[src/rtl/fpga_spi_cmd_master.sv]
// rtl/fpga_spi_cmd_master.sv - SPI initiator serialising 16-bit command words to the FPGA config receiver.
// Optional miso capture (rx_word/rx_valid) is enabled by defining FPGA_SPI_MISO_CAPTURE_EN.
module fpga_spi_cmd_master #(
  parameter int DIV    = 4,
  parameter int WORD_W = 16
) (
  input  logic              ck_1356meg,
  input  logic              rst,
  input  logic              cmd_valid,
  input  logic [WORD_W-1:0] cmd_word,
  output logic              cmd_ready,
  output logic              busy,
  output logic              spck,
  output logic              mosi,
  output logic              ncs,
`ifdef FPGA_SPI_MISO_CAPTURE_EN
  output logic [WORD_W-1:0] rx_word,
  output logic              rx_valid,
`endif
  input  logic              miso
);

  typedef enum logic [2:0] {IDLE, SETUP, HIGH, LOW, GAP} state_t;

  localparam logic [7:0] PH_LAST  = 8'(DIV - 1);
  localparam logic [4:0] BITS_ALL = 5'(WORD_W);

  state_t            state, state_n;
  logic [7:0]        phase, phase_n;
  logic [4:0]        bit_cnt, bit_n;
  logic [WORD_W-1:0] shreg, shreg_n;
  logic              ncs_n, spck_n, mosi_n, ready_n, busy_n;

  always_ff @(posedge ck_1356meg) begin
    if (rst) begin
      state     <= IDLE;
      phase     <= '0;
      bit_cnt   <= '0;
      shreg     <= '0;
      ncs       <= 1'b1;
      spck      <= 1'b0;
      mosi      <= 1'b0;
      cmd_ready <= 1'b0;
      busy      <= 1'b0;
    end else begin
      state     <= state_n;
      phase     <= phase_n;
      bit_cnt   <= bit_n;
      shreg     <= shreg_n;
      ncs       <= ncs_n;
      spck      <= spck_n;
      mosi      <= mosi_n;
      cmd_ready <= ready_n;
      busy      <= busy_n;
    end
  end

  // Outputs are computed as next-state values so every pin comes straight from a flop.
  always_comb begin
    state_n = state;
    phase_n = phase;
    bit_n   = bit_cnt;
    shreg_n = shreg;
    ncs_n   = ncs;
    spck_n  = spck;
    mosi_n  = mosi;
    ready_n = cmd_ready;
    busy_n  = busy;
    case (state)
      IDLE: begin
        ready_n = 1'b1;
        busy_n  = 1'b0;
        ncs_n   = 1'b1;
        spck_n  = 1'b0;
        mosi_n  = 1'b0;
        if (cmd_valid && cmd_ready) begin
          shreg_n = cmd_word;
          mosi_n  = cmd_word[WORD_W-1];
          ncs_n   = 1'b0;
          ready_n = 1'b0;
          busy_n  = 1'b1;
          phase_n = '0;
          bit_n   = '0;
          state_n = SETUP;
        end
      end
      SETUP: begin
        if (phase == PH_LAST) begin
          phase_n = '0;
          spck_n  = 1'b1;
          bit_n   = bit_cnt + 5'd1;
          state_n = HIGH;
        end else begin
          phase_n = phase + 8'd1;
        end
      end
      HIGH: begin
        if (phase == PH_LAST) begin
          phase_n = '0;
          spck_n  = 1'b0;
          shreg_n = {shreg[WORD_W-2:0], 1'b0};
          mosi_n  = shreg[WORD_W-2];
          state_n = LOW;
        end else begin
          phase_n = phase + 8'd1;
        end
      end
      LOW: begin
        if (phase == PH_LAST) begin
          phase_n = '0;
          if (bit_cnt < BITS_ALL) begin
            spck_n  = 1'b1;
            bit_n   = bit_cnt + 5'd1;
            state_n = HIGH;
          end else begin
            // The low phase of the final bit already served as ncs hold time.
            ncs_n   = 1'b1;
            mosi_n  = 1'b0;
            state_n = GAP;
          end
        end else begin
          phase_n = phase + 8'd1;
        end
      end
      GAP: begin
        if (phase == PH_LAST) begin
          phase_n = '0;
          ready_n = 1'b1;
          busy_n  = 1'b0;
          state_n = IDLE;
        end else begin
          phase_n = phase + 8'd1;
        end
      end
      default: begin
        state_n = IDLE;
      end
    endcase
  end

`ifdef FPGA_SPI_MISO_CAPTURE_EN
  logic [WORD_W-1:0] rx_shift;
  logic              spck_rise;
  logic              ncs_rise;

  assign spck_rise = spck_n & ~spck;
  // Only a completed frame raises ncs through the FSM; reset forces it without a pulse.
  assign ncs_rise  = ncs_n & ~ncs;

  always_ff @(posedge ck_1356meg) begin
    if (rst) begin
      rx_shift <= '0;
      rx_word  <= '0;
      rx_valid <= 1'b0;
    end else begin
      rx_valid <= 1'b0;
      if (spck_rise) begin
        rx_shift <= {rx_shift[WORD_W-2:0], miso};
      end
      if (ncs_rise) begin
        rx_word  <= rx_shift;
        rx_valid <= 1'b1;
      end
    end
  end
`else
  logic unused_miso;
  assign unused_miso = miso;
`endif

endmodule

[config.mk]
export PLATFORM = sky130hd
export DESIGN_NAME = fpga_spi_cmd_master
export DESIGN_NICKNAME = d
export VERILOG_FILES = /design/src/rtl/fpga_spi_cmd_master.sv
export SDC_FILE = /design/constraint.sdc
export NUM_CORES = 1
export LEC_CHECK = 0
export CAP_MARGIN = 40
export CORE_MARGIN = 8
export CORE_UTILIZATION = 58
export DETAILED_ROUTE_END_ITERATION = 16
export PLACE_DENSITY = 0.93
export SYNTH_ARGS = -nofsm -noshare
export SYNTH_HDL_FRONTEND = slang
export SYNTH_SLANG_ARGS = --single-unit
[constraint.sdc]
create_clock -name ck_1356meg -period 4.4 [get_ports ck_1356meg]
set_input_delay 0.66 -clock ck_1356meg [delete_from_list [all_inputs] [get_ports ck_1356meg]]
set_output_delay 0.66 -clock ck_1356meg [all_outputs]
set_load 0.05 [all_outputs]
* After elaboration in Yosys (flattened, before gate mapping)
Cells that the tools add are included.
Operators by class: add/subtract/negate cells 2, $mul 0, div/mod/pow operators 0, magnitude comparators 1, eq/ne operators 12, shift operators 0, muxes and demuxes 35, bitwise operators 0, reductions and logical operators 18
Operators by type and width (number):
- 2-to-1 mux 15 bit | 2
- one-hot mux 15 bit (2 select lines) | 1
- 2-to-1 mux 5 bit | 4
- 2-to-1 mux 3 bit | 6
- 2-to-1 mux 8 bit | 2
- one-hot mux 8 bit (2 select lines) | 1
- one-hot mux 3 bit (5 select lines) | 1
- one-hot mux 5 bit (3 select lines) | 1
- AND reduction 5 bit | 3
- != test 2 bit (second input constant) | 7
- 2-to-1 mux 1 bit | 12
- adder 8 x 1 -> 8 bit (second input constant) | 1
- == test 8 x 2 -> 1 bit (second input constant) | 1
- nonzero test 2 bit | 4
- == test 3 x 2 -> 1 bit (second input constant) | 2
- one-hot mux 1 bit (2 select lines) | 3
- AND reduction 3 bit | 2
- nonzero test 3 bit | 2
- adder 5 x 1 -> 5 bit (second input constant) | 1
- less-than comparator 5 bit (second input constant) | 1
- one-hot mux 1 bit (4 select lines) | 1
- AND reduction 2 bit | 2
- AND reduction 4 bit | 1
- nonzero test 4 bit | 1
- 6 further kinds | 6
Storage, ports and cells: register bits 36, bits in latches 0, RAM bits 0, memory bits (read-only) 0, input bits 20, output and inout port bits 5, logic and storage cells 77, memories 0

* Depth between registers and ports, before layout
Gate-level depths: netlist of run 1.
word-level depth 4, gate-level depth with buffers 7, depth with buffers taken out 5

* Least setup slack after synthesis of run 1
Ideal clock, no wire load.
path type reg-to-reg, start register cmd_ready, end register phase[6], setup time 71 ps, arrival 1792 ps, required time 4329 ps, path slack 2537 ps, stages on the path, launching flop included 5, path buffers 0, period minus slack after synthesis 1863 ps, cells stage by stage dfxtp_1 -> a2111oi_2 -> or3_1 -> or3_1 -> a21oi_1
On the way: word-level cells in the longest chain between the ends 3
RTL lines:
- start: declaration | RTL line 11 | output logic cmd_ready,
- start signal: assignment | RTL line 53 | cmd_ready <= ready_n;
- logical AND 1 bit | RTL line 76 | if (cmd_valid && cmd_ready) begin
- != test 2 bit (no source line)
- AND reduction 2 bit (no source line)
- end signal: assignment | RTL line 47 | phase <= phase_n;
- end: declaration | RTL line 29 | logic [7:0] phase, phase_n;
Every way passes these cells. A chain may end at the register's enable or synchronous reset.

* Worst setup path after layout of run 1
start register phase[0], end register mosi
On the way: word-level cells in the longest chain between the ends 3, elaborated cells between the ends (all ways) 4, classes of those cells eq/ne (3); reduce/logical (1)
RTL lines:
- == test 8 x 2 -> 1 bit (*) | RTL line 98, 109
- != test 2 bit (no source line)
- AND reduction 4 bit (no source line) (*)
- end signal: assignment | RTL line 52 | mosi <= mosi_n;
- end: declaration | RTL line 14 | output logic mosi,
Every way passes the cells marked *; elsewhere a longest branch is shown, timed or not.

==> results of run 1 <==
## worst max-delay path, stage by stage (launching register included)
cell      delay [ps]
dfxtp_1          430
ha_1             240
nor4b_2          720
nand2_1          230
a221oi_2         360
mux2_2           360
## Yosys cell counts (2+ instances only)
library cell | instances | area share
ha_1 | 2 | 0.014
xnor2_1 | 4 | 0.019
and2_1 | 2 | 0.0068
a21oi_1 | 8 | 0.022
a31oi_1 | 2 | 0.0068
clkbuf_1 | 5 | 0.010
nand2b_1 | 6 | 0.020
dfxtp_1 | 36 | 0.39
buf_2 | 7 | 0.019
nor4bb_1 | 2 | 0.011
buf_4 | 2 | 0.0081
nor3b_1 | 3 | 0.012
nand3_1 | 9 | 0.024
or3_1 | 5 | 0.017
nor3_1 | 20 | 0.054
mux2i_1 | 16 | 0.087
a41oi_1 | 2 | 0.0095
nand2_1 | 10 | 0.020
nor2b_1 | 2 | 0.0068
nand3b_1 | 2 | 0.0081
a211oi_1 | 17 | 0.069
nand4_1 | 3 | 0.010
o21ai_0 | 6 | 0.016
nor2_1 | 12 | 0.024
## where the power goes
part,total (mW),internal (mW),leakage [nW],switching [mW]
logic,0.0897,0.0443,0.358,0.0454
registers,0.353,0.340,0.293,0.0128
clock network,0.163,0.0588,0.0281,0.104
## cells in the final DEF, fill, tap and decap left out, types with 2 or more instances in the layout
| master | netlist | final |
|---|---|---|
| a31oi_1 | 2 | 2 |
| xnor2_1 | 4 | 4 |
| or3_1 | 5 | 5 |
| nand2b_1 | 6 | 6 |
| mux2i_1 | 16 | 16 |
| nand2_1 | 10 | 10 |
| clkdlybuf4s50_1 | 0 | 23 |
| nor2b_1 | 2 | 2 |
| buf_4 | 2 | 3 |
| nand4_1 | 3 | 3 |
| nor3_1 | 20 | 20 |
| ha_1 | 2 | 2 |
| a211oi_1 | 17 | 17 |
| nand3_1 | 9 | 9 |
| dfxtp_1 | 36 | 36 |
| clkbuf_4 | 0 | 5 |
| a41oi_1 | 2 | 2 |
| a21oi_1 | 8 | 8 |
| nor3b_1 | 3 | 2 |
| and2_1 | 2 | 2 |
| nand3b_1 | 2 | 2 |
| o21ai_0 | 6 | 6 |
| nor2_1 | 12 | 12 |
| nor4bb_1 | 2 | 2 |
## logic make-up after synthesis
| kind of cell | Yosys count |
|---|---|
| adders and majority gates | 2 |
| DFF | 36 |
| AOI/OAI and AO/OA | 47 |
| and+or+nand+nor | 85 |
| buffers and inverters | 16 |
| xor gates and xnor gates | 4 |
| muxes | 17 |
## cell type report
| cell class | count | area [sq um] |
|---|---|---|
| multi-input cells | 155 | 1050 |
| fillers | 241 | 922 |
| flip-flops and latches | 36 | 721 |
| repair buffers | 27 | 258 |
| well taps | 44 | 55.1 |
| clock buffers | 6 | 41.3 |
| clock inverters | 1 | 5.00 |
| inverters | 1 | 3.75 |
## worst max-delay path by stage
| stage | startpoint | endpoint | slack, ps |
|---|---|---|---|
| floorplan | cmd_ready$_SDFFE_PP0P_ | phase[6]$_SDFFE_PP0P_ | 2540 |
| global placement | cmd_valid | shreg[8]$_SDFFE_PP0P_ | 1810 |
| detailed placement | cmd_valid | shreg[9]$_SDFFE_PP0P_ | 1870 |
| CTS | phase[0]$_SDFFE_PP0P_ | shreg[9]$_SDFFE_PP0P_ | 1960 |
| global route | phase[0]$_SDFFE_PP0P_ | shreg[12]$_SDFFE_PP0P_ | 1770 |
| finish | phase[0]$_SDFFE_PP0P_ | mosi$_SDFFE_PP0P_ | 1960 |
## sequential cells by signal, indices dropped and copies added, names as in the netlist
register and cells:
mosi 1, busy 1, state 3, bit_cnt 5, ncs 1, phase 8
cmd_ready 1, shreg 15, spck 1
## layer usage
metal	track usage	vias to the layer above	share of wire
li1	-	817	-
met1	0.188	772	0.42
met2	0.254	50	0.51
met3	0.0551	9	0.052
met4	0.0822	0	0.019
met5	0	-	0
==> impl_metrics.json, run 1 <==
{
  "status": "finished clean",
  "drtAntennaViolNets": 0,
  "yosys_warnings": 0,
  "synth_cell_type_count": 48,
  "synth_seq_area_share": 0.390,
  "fin_crit_sh": 0.555,
  "drv_slew": 0,
  "path_clk_slew_ps": 100,
  "synthCells": 207,
  "final_area_sq_um": 2130,
  "dp_slack_ps": 1870,
  "hp-start": "shreg[0]$_SDFFE_PP0P_",
  "cp-start-kind": "flop",
  "core_sq_um": 3050,
  "yosys.area_share.simple": 0.258,
  "grt_overflow": 0,
  "clockBufferDepth": 2,
  "min_to": "shreg[0]$_SDFFE_PP0P_",
  "synth_top_family_by_area": "simple AND/OR/NAND/NOR gates",
  "num_rows": 20,
  "ctsHoldBuffers": 0,
  "crit_arrival_ps": 2690,
  "clock_sinks": 36,
  "syn-num-nets": 229,
  "hpwl_microns": 2920,
  "power_uw": 606,
  "start_util": 0.605,
  "yosys_most_used_dff": "dfxtp_1",
  "path_class": "flop to flop",
  "place_congestion": 0.847,
  "vias": 1648,
  "grt_max_degree": 34,
  "critPathMaxFanout": 11,
  "hold_ws_ps": 491,
  "grt_pass1_wl_microns": 6730,
  "post_cts_buffers": 0,
  "fin_cells": 270,
  "async_flop_share": 0,
  "tritoncts": "yes",
  "track_usage": 0.161,
  "cts_inserted_buffers": 5,
  "dp.cells": 263,
  "drc_errors": 0,
  "setup_slack_ps": 1960,
  "fmax_mhz": 409,
  "dpl_cell_area_sq_um": 2080,
  "antenna_found_initial": 0,
  "powerDensity_nw_per_um2": 284,
  "skew_ps": 4.33,
  "die_y_microns": 72.4,
  "syn_to_final_growth_pct": 15.4,
  "antenna_cells": 0,
  "synthesis.area_sq_um": 1850,
  "max_slew.worst_pin.slew_ps": 857,
  "nets": 248,
  "vias_per_cell": 6.10,
  "ff2ff_setup_slack_ps": 1960,
  "synth_edf_count": 0,
  "setup_viol": 0,
  "synth_compound_area_frac": 0.181,
  "route.detailed.wl_per_inst_microns": 15.1,
  "ys_ff_latch": 36,
  "io_buffers": 23,
  "die_area_sq_um": 5250,
  "pin_count": 25,
  "cts-root-buf": "clkbuf_4",
  "regToRegStartpoint": "phase[0]$_SDFFE_PP0P_",
  "maxCapViolCount": 0,
  "synthXorXnorAreaFrac": 0.0190,
  "layout-drive-gt1-share": 0.0796,
  "cp.required_ps": 4640,
  "fin_tns_setup_ps": 0,
  "vdd_ir_drop_max_mv": 0.171,
  "cts_resized": 0,
  "drt_pre_antenna_iters": 5,
  "hold_viol_final": 0,
  "reg2regPathDepth": 5,
  "drtIter0Drc": 99,
  "rsz0062_at_grt": "false",
  "r2r-end": "mosi$_SDFFE_PP0P_",
  "postLayoutCoreUtil": 0.698,
  "finalCriticalPeriod_ps": 2440,
  "whs_path_depth": 2,
  "synthAdderAreaFrac": 0.0136,
  "worstSkewPairLatency_ps": 340,
  "cp-end-kind": "flop",
  "cts_max_level": 2,
  "die_width_microns": 72.4,
  "grt_pass1_vias": 1518,
  "syn_avg_cell_area_sq_um": 8.92,
  "relSlewSlack": 0.427,
  "p_leak_nw": 0.679,
  "synthMuxAreaShare": 0.0928,
  "drt_wl_total_microns": 4080,
  "hold_class": "flop to flop"
}
Power figures use the tool's default switching activity.
==> run 2, diff against run 1 <==
--- a/config.mk
+++ b/config.mk
@@ -7,9 +7,9 @@
 export LEC_CHECK = 0
 export CAP_MARGIN = 40
 export CORE_MARGIN = 8
-export CORE_UTILIZATION = 58
+export CORE_UTILIZATION = 49
 export DETAILED_ROUTE_END_ITERATION = 16
-export PLACE_DENSITY = 0.93
+export PLACE_DENSITY = 0.84
 export SYNTH_ARGS = -nofsm -noshare
 export SYNTH_HDL_FRONTEND = slang
 export SYNTH_SLANG_ARGS = --single-unit
==> constraint.sdc (replaced) <==
create_clock -name ck_1356meg -period 2 [get_ports ck_1356meg]
set_input_delay 0.3 -clock ck_1356meg [delete_from_list [all_inputs] [get_ports ck_1356meg]]
set_output_delay 0.3 -clock ck_1356meg [all_outputs]
set_load 0.05 [all_outputs]
==> impl_metrics.json, run 2 (synthesis results as in run 1) <==
{
  "route.detailed.wl_per_inst_microns": 14.0,
  "cp.required_ps": 1700,
  "cts_max_level": 2,
  "tritoncts": "yes",
  "syn_to_final_growth_pct": 25.7,
  "cp-start-kind": "flop",
  "critPathSlowestCell": "clkdlybuf4s50_1",
  "drt_wl_total_microns": 4050,
  "hpwl_microns": 2950,
  "powerDensity_nw_per_um2": 664,
  "fin_crit_sh": 0.967,
  "register_area_sq_um": 721,
  "crit_arrival_ps": 1630,
  "max_slew.worst_pin.slew_ps": 573,
  "core_sq_um": 3630,
  "antenna_cells": 0,
  "vdd_ir_drop_max_mv": 0.388,
  "fin_tns_setup_ps": 0,
  "postLayoutCoreUtil": 0.639,
  "regToRegStartpoint": "phase[1]$_SDFFE_PP0P_",
  "setup_viol": 0,
  "multi_input_comb_area_sq_um": 1060,
  "endpoint": "cmd_ready",
  "cp-end-kind": "output port",
  "dpl_cell_area_sq_um": 2210,
  "vias": 1689,
  "grt_pass1_vias": 1622,
  "place_congestion": 0.817,
  "ff2ff_setup_slack_ps": 180,
  "reg2regPathDepth": 5,
  "skew_ps": 3.48,
  "maxCapViolCount": 0,
  "cp.depth": 1,
  "whs_path_depth": 2,
  "num_rows": 22,
  "final_area_sq_um": 2320,
  "track_usage": 0.137,
  "cts-root-buf": "clkbuf_8",
  "crit_start": "cmd_ready$_SDFFE_PP0P_",
  "nets": 264,
  "grt_max_degree": 20,
  "critPathMaxFanout": 7,
  "io_buffers": 23,
  "cp_cell_sequence": "clkdlybuf4s50_1",
  "die_width_microns": 77.4,
  "die_area_sq_um": 5990,
  "path_clk_slew_ps": 60,
  "grt_overflow": 0,
  "clockBufferDepth": 2,
  "clock_sinks": 36,
  "largest_reg_flops": 15,
  "die_y_microns": 77.4,
  "drv_slew": 0,
  "final_cell_mix": "dfxtp_1 (36), clkdlybuf4s50_1 (23), nor3_1 (20), buf_4 (20), a211oi_1 (17)",
  "worstSkewPairLatency_ps": 290,
  "drt_pre_antenna_iters": 4,
  "hold_class": "flop to flop",
  "crit_buf_inv": 1,
  "critPathTopFamily": "buffers and inverters",
  "cts_inserted_buffers": 5,
  "p_leak_nw": 0.786,
  "vias_per_cell": 5.82,
  "r2r-end": "mosi$_SDFFE_PP0P_",
  "fill_cells": 326,
  "path_class": "flop to output port",
  "power_mw": 1.54,
  "layout-drive-gt1-share": 0.149,
  "fmax_mhz": 517,
  "drtIter0Drc": 68,
  "slowest_delay_ps": 860,
  "pin_count": 25,
  "grt_pass1_wl_microns": 6890,
  "layout_commonest_cell": "dfxtp_1",
  "post_cts_buffers": 0,
  "hold_viol_final": 0,
  "reg_top3": "shreg x15, phase x8, bit_cnt x5",
  "relSlewSlack": 0.618,
  "hold_ws_ps": 479,
  "drc_errors": 0,
  "status": "finished clean",
  "finalCriticalPeriod_ps": 1930,
  "drtAntennaViolNets": 0,
  "antenna_found_initial": 0,
  "start_util": 0.508,
  "rsz0062_at_grt": "false",
  "regMostFlops": "shreg"
}
[run 2: stage by stage]
stage                     worst slack [ps]  instances
after floorplan                        137        207
after global placement                 116        283
after detailed placement              88.9        283
after CTS                             61.1        290
after global routing                  18.2        290
final                                 66.6        290
[run 2: layout make-up]
cell class                 instances  share of cell area
tap                               48              0.0259
timing repair buffer              43               0.164
sequential                        36               0.311
clock buffer                       7              0.0415
inverter                           1             0.00162
multi-input combinational        155               0.457
[run 2: worst min path at each step]
| stage | slack, ps | to | from |
|---|---|---|---|
| 2_1_floorplan | 440 | shreg[0]$_SDFFE_PP0P_ | cmd_word[0] |
| 3_3_place_gp | 460 | shreg[0]$_SDFFE_PP0P_ | shreg[0]$_SDFFE_PP0P_ |
| 3_5_place_dp | 480 | shreg[0]$_SDFFE_PP0P_ | shreg[0]$_SDFFE_PP0P_ |
| 4_1_cts | 480 | shreg[0]$_SDFFE_PP0P_ | shreg[0]$_SDFFE_PP0P_ |
| 5_1_grt | 510 | shreg[0]$_SDFFE_PP0P_ | shreg[0]$_SDFFE_PP0P_ |
| 6_report | 480 | shreg[0]$_SDFFE_PP0P_ | shreg[0]$_SDFFE_PP0P_ |
[run 2: repair_timing]
| action | 4_1_cts | 5_1_grt |
|---|---|---|
| endpoints found under the setup margin | 0 | 6 |
| hold buffers | 0 | 0 |
| resized for setup | 0 | 2 |
[run 2: layer usage]
layer | vias to the layer above | share of wire | global-route usage
met5 | - | 0 | 0
met4 | 0 | 0.020 | 0.0566
met3 | 9 | 0.040 | 0.0415
met2 | 37 | 0.48 | 0.228
met1 | 797 | 0.46 | 0.159
li1 | 846 | - | -
[run 2: where the power goes]
group | leakage [nW] | internal (mW) | switching [mW]
clock | 0.0503 | 0.306 | 0.241
sequential | 0.293 | 0.749 | 0.0247
combinational | 0.443 | 0.114 | 0.105
total | 0.786 | 1.17 | 0.371
==> variant 1 (config.mk and constraints of run 1) <==
Set the parameter `WORD_W` to 32 (it was 16).
--- a/src/rtl/fpga_spi_cmd_master.sv
+++ b/src/rtl/fpga_spi_cmd_master.sv
@@ -3,5 +3,5 @@
 module fpga_spi_cmd_master #(
   parameter int DIV    = 4,
-  parameter int WORD_W = 16
+  parameter int WORD_W = 32
 ) (
   input  logic              ck_1356meg,
Ports: changed (resized cmd_word); port bits go from 25 to 41. No check against the original RTL was run, so the function may have changed too.
==> variant 1 against run 1 <==
Routed wire length increased by 28%. Total power increased by 57%. Synthesized area increased by 31%. Worst setup slack got worse by 0.17 ns. Fmax decreased by 6.4%. Design area increased by 36%. Combinational power increased by 84%. Sequential cell count increased by 11. Non-clock buffer count increased by 15.
==> variant 1: results (changes against run 1) <==
outcome=completed (unchanged); placer congestion estimate=0.865 (was 0.847); slowest CP cell=o21ai_4 (was nor4b_2); PortBufs=39 (was 23); CP max stage delay=0.66 ns (was 0.72 ns); drt pass-1 iters=4 (was 5); largest net degree at the start of global routing=42 (was 34); root buffer cell=clkbuf_8 (was clkbuf_4); Syn Inst Count=238 (was 207); Worst Path Max Fanout=32 (was 11); Rel. slew slack=0.445 (was 0.427); multiplexer share of the synthesized area=0.128 (was 0.0928); reported net switching power=0.000252 W (was 0.000162 W); GRT Util Overall=0.166 (was 0.161); sequential fraction of the synthesis area=0.388 (was 0.390); first-pass GRT wire length=8630 um (was 6730 um); CP arrival=2.79 ns (was 2.69 ns); top post-synthesis cells by count=dfxtp_1 (47), a21oi_1 (36), mux2i_1 (31) (was dfxtp_1 (36), nor3_1 (20), a211oi_1 (17)); adder-cell share of the synthesized area=0.00517 (was 0.0136); Compound-Gate Fraction of Synth Area=0.289 (was 0.181); synth unique cells=44 (was 48); Max VDD drop=0.253 mV (was 0.171 mV); fillers=295 (was 241); DP HPWL=3470 um (was 2920 um); # diodes=0 (unchanged); average wire per standard cell=16.4 um (was 15.1 um); routed via count=1914 (was 1648); Synth Area in XOR/XNOR=0.0253 (was 0.0190); clock skew=0.00963 ns (was 0.00433 ns); DR vias/cell=6.02 (was 6.10); Pleak=0.884 nW (was 0.679 nW); layout cells sized above 1=0.183 (was 0.0796); top cells by area, synth=dfxtp_1 (39%), a211oi_2 (15%), mux2i_1 (13%), a21oi_1 (7.4%), buf_6 (3.3%) (was dfxtp_1 (39%), mux2i_1 (8.7%), a211oi_1 (6.9%), nor3_1 (5.4%), nand3_1 (2.4%)); Post-Place Cells=311 (was 263); Clock Latency Late Sink=0.31 ns (was 0.34 ns); Iter 0 DRT Violations=139 (was 99); Post-Syn Nets=275 (was 229)
## variant 1: cell count changes after synthesis, moves of 6 or more
cell,delta
nor3_1,-15
buf_2,-7
dfxtp_1,+11
a211oi_1,-15
mux2i_1,+15
a211oi_2,+29
a21oi_1,+28
buf_6,+6
## variant 1: worst paths after layout
path / start / to / slack [ns] / depth (start not counted)
setup / recovery: phase[0] / shreg[22] / 1.79 / 5
hold / removal: busy / busy / 0.48 / 2
setup reg to reg: phase[0] / shreg[22] / 1.79 / 5
hold reg to reg: busy / busy / 0.48 / 2
## variant 1: cell type report
class,count,share of cell area
clock buffers,5,0.0238
clock inverters,2,0.0130
inverters,4,0.00520
multi-input cells,168,0.464
flip-flops and latches,47,0.326
well taps,50,0.0217
repair buffers,42,0.146
## variant 1: cells by family (layout without fill, tap and decap cells)
kind of cell | after synthesis | after routing
AOI/OAI and AO/OA | 84 | 84
xor gates and xnor gates | 7 | 7
adders and majority gates | 1 | 1
buffers and inverters | 23 | 53
DFF | 47 | 47
muxes | 31 | 31
and+or+nand+nor | 45 | 45
## variant 1: routing by layer
| layer | part of all wire | wire [um] | GRT usage |
|---|---|---|---|
| met1 | 0.44 | 2300 | 0.192 |
| met2 | 0.49 | 2540 | 0.280 |
| met3 | 0.047 | 244 | 0.0446 |
| met4 | 0.023 | 119 | 0.0709 |
| met5 | 0 | 0 | 0 |
## variant 1: stage by stage
step / power, W / setup WS (ns) / instance area, um^2
after floorplan: 0.000597 / 2.47 / 2420
after global placement: 0.000639 / 1.76 / 2760
after detailed placement: 0.000647 / 1.77 / 2780
after CTS: 0.000956 / 1.79 / 2890
after global routing: 0.000992 / 1.63 / 2890
final: 0.000949 / 1.79 / 2890
## variant 1: tightest hold or removal path: cells and delay by family, from the launching register on
kind               cells  cell delay, ns
DFF                    1            0.32
AOI/OAI and AO/OA      2            0.12
## variant 1: power by group through the flow
stage	clock network [W]	logic, W	registers (W)
after floorplan	0	0.000112	0.000485
after global placement	0	0.000159	0.000481
after detailed placement	0	0.000165	0.000482
after CTS	0.000316	0.000166	0.000473
after global routing	0.000335	0.000179	0.000477
final	0.000311	0.000165	0.000473
==> variant 2 (flow settings as in run 1) <==
Without the edit above. Encoding of `state_t`: now one-hot (5 bits for 5 states).
--- a/src/rtl/fpga_spi_cmd_master.sv
+++ b/src/rtl/fpga_spi_cmd_master.sv
@@ -21,5 +21,5 @@
 );
 
-  typedef enum logic [2:0] {IDLE, SETUP, HIGH, LOW, GAP} state_t;
+  typedef enum logic [4:0] {IDLE = 5'b00001, SETUP = 5'b00010, HIGH = 5'b00100, LOW = 5'b01000, GAP = 5'b10000} state_t;
 
   localparam logic [7:0] PH_LAST  = 8'(DIV - 1);
Behaviour: same outputs for any inputs over 10 cycles, from zero or initial values and one cycle with rst high; not proved beyond that.
==> variant 2 against run 1 <==
Worst setup slack better by 0.15 ns. Cell count is 7.4% higher. Sequential cell count is 2 higher. Synthesized cell count is 10% higher. Synthesized area is 7.7% higher. Sequential share of layout area hardly changed. Register-to-register slack better by 0.26 ns. Design area is 5.6% higher. Core utilization is 1.8 points lower. First-iteration DRC count is 56% higher. Total power is 12% higher. Die area is 5.9% higher. Routed wire length is 0.39% lower.
==> variant 2: results (changes against run 1) <==
root buffer cell=clkbuf_4 (unchanged); Pleak=0.798 nW (was 0.679 nW); Hold Path Depth=2 (unchanged); Iter 0 DRT Violations=154 (was 99); async set-reset flop share out of synthesis=0 (unchanged); Worst Path Max Fanout=6 (was 11); first-pass GRT wire length=6690 um (was 6730 um); # diodes=0 (unchanged); routed via count=1727 (was 1648); top post-synthesis cells by count=dfxtp_1 (38), nand2_1 (38), nor2_1 (27) (was dfxtp_1 (36), nor3_1 (20), a211oi_1 (17)); DR vias/cell=5.96 (was 6.10); postcts setup bufs=0 (unchanged); Post-Place Cells=282 (was 263); CTS Buffer Depth=2 (unchanged); synth unique cells=53 (was 48); layout cells sized above 1=0.119 (was 0.0796); Final nets=265 (was 248); TritonCTS buffer count=5 (unchanged); post-CTS sizing=0 (unchanged); Syn Area/Cell=8.72 um^2 (was 8.92 um^2); Clock Latency Late Sink=around 0.35 ns; placer congestion estimate=0.796 (was 0.847); top cells by area, synth=dfxtp_1 (38%), nand2_1 (7.2%), nor2_1 (5.1%), a311oi_2 (4.5%), a311oi_1 (3.5%) (was dfxtp_1 (39%), mux2i_1 (8.7%), a211oi_1 (6.9%), nor3_1 (5.4%), nand3_1 (2.4%)); Setup Slack @ Placement=1.94 ns (was 1.87 ns); Post-Syn Nets=250 (was 229); vias in the first global route=1494 (was 1518); largest registers=shreg x15, phase x8 (was shreg x15, phase x8, bit_cnt x5); CP max stage delay=0.84 ns (was 0.72 ns); CP arrival=1.63 ns (was 2.69 ns); Rel. slew slack=0.530 (was 0.427); Synth Warn #=0 (unchanged); r2r worst-path depth=5 (unchanged); Max VDD drop=0.184 mV (was 0.171 mV); routed wire length=4070 um (was 4080 um); GRT Util Overall=0.154 (was 0.161); drt pass-1 iters=4 (was 5); H-Tree Depth=2 (unchanged); Reg clk slew, reported paths=0.11 ns; outcome=completed (unchanged); Hold Crit Class=flip-flop to flip-flop (unchanged); antenna violations before repair=0 (unchanged); clock skew=0.00859 ns (was 0.00433 ns); PortBufs=23 (unchanged); largest net degree at the start of global routing=29 (was 34); slowest CP cell=clkdlybuf4s50_1 (was nor4b_2); DP HPWL=2900 um (was 2920 um); Synth Flop Type=dfxtp_1 (unchanged); delay-heaviest family, CP=buffers and inverters (was simple AND/OR/NAND/NOR gates); sequential fraction of the synthesis area=0.383 (was 0.390); Post-CTS Hold Buffers=0 (unchanged)
variant 2: metal layers:
metal  vias up  part of all wire  GRT usage
met3         8             0.044     0.0458
met5         -                 0          0
met1       810              0.46      0.187
met4         0             0.020     0.0848
li1        869                 -          -
met2        40              0.47      0.238
variant 2: stage by stage:
step	hold WS, ns	cell area (um^2)
4_1_cts	0.484	2250
5_1_grt	0.515	2250
3_5_place_dp	0.476	2190
3_3_place_gp	0.463	2190
6_report	0.480	2250
2_1_floorplan	0.455	1990
variant 2: kinds of logic after synthesis:
group / Yosys count / synth area share
buffers and inverters: 18 / 0.0503
flip-flops: 38 / 0.383
AND/OR/NAND/NOR: 101 / 0.269
multiplexers: 2 / 0.0107
AO/OA/AOI/OAI: 63 / 0.257
adder cells (fa/ha/maj): 2 / 0.0126
XOR/XNOR: 4 / 0.0176
variant 2: path summary, 6_finish.rpt:
check | slack, ns | end | startpoint
setup / recovery | 2.11 | cmd_ready | cmd_ready
hold / removal | 0.48 | shreg[6] | shreg[5]
setup reg to reg | 2.22 | shreg[7] | state[1]
hold reg to reg | 0.48 | shreg[6] | shreg[5]
variant 2: area by class of cell:
cell class / instances / area, um^2
Clock buffer: 7 / 55.1
Clock inverter: 1 / 5.00
Fill cell: 264 / 1060
Inverter: 2 / 7.51
Multi-Input combinational cell: 172 / 1130
Sequential cell: 38 / 761
Tap cell: 46 / 57.6
Timing Repair Buffer: 24 / 238
variant 2: where the power goes:
part | total (W) | switching [W] | internal (W)
Combinational | 0.000111 | 0.0000628 | 0.0000480
Clock | 0.000191 | 0.000114 | 0.0000775
Sequential | 0.000378 | 0.0000154 | 0.000363
variant 2: worst min-delay path, cell delays in order, from the launching register on:
cell      delay, ns
dfxtp_1        0.32
nand2_1        0.05
a311oi_1       0.07
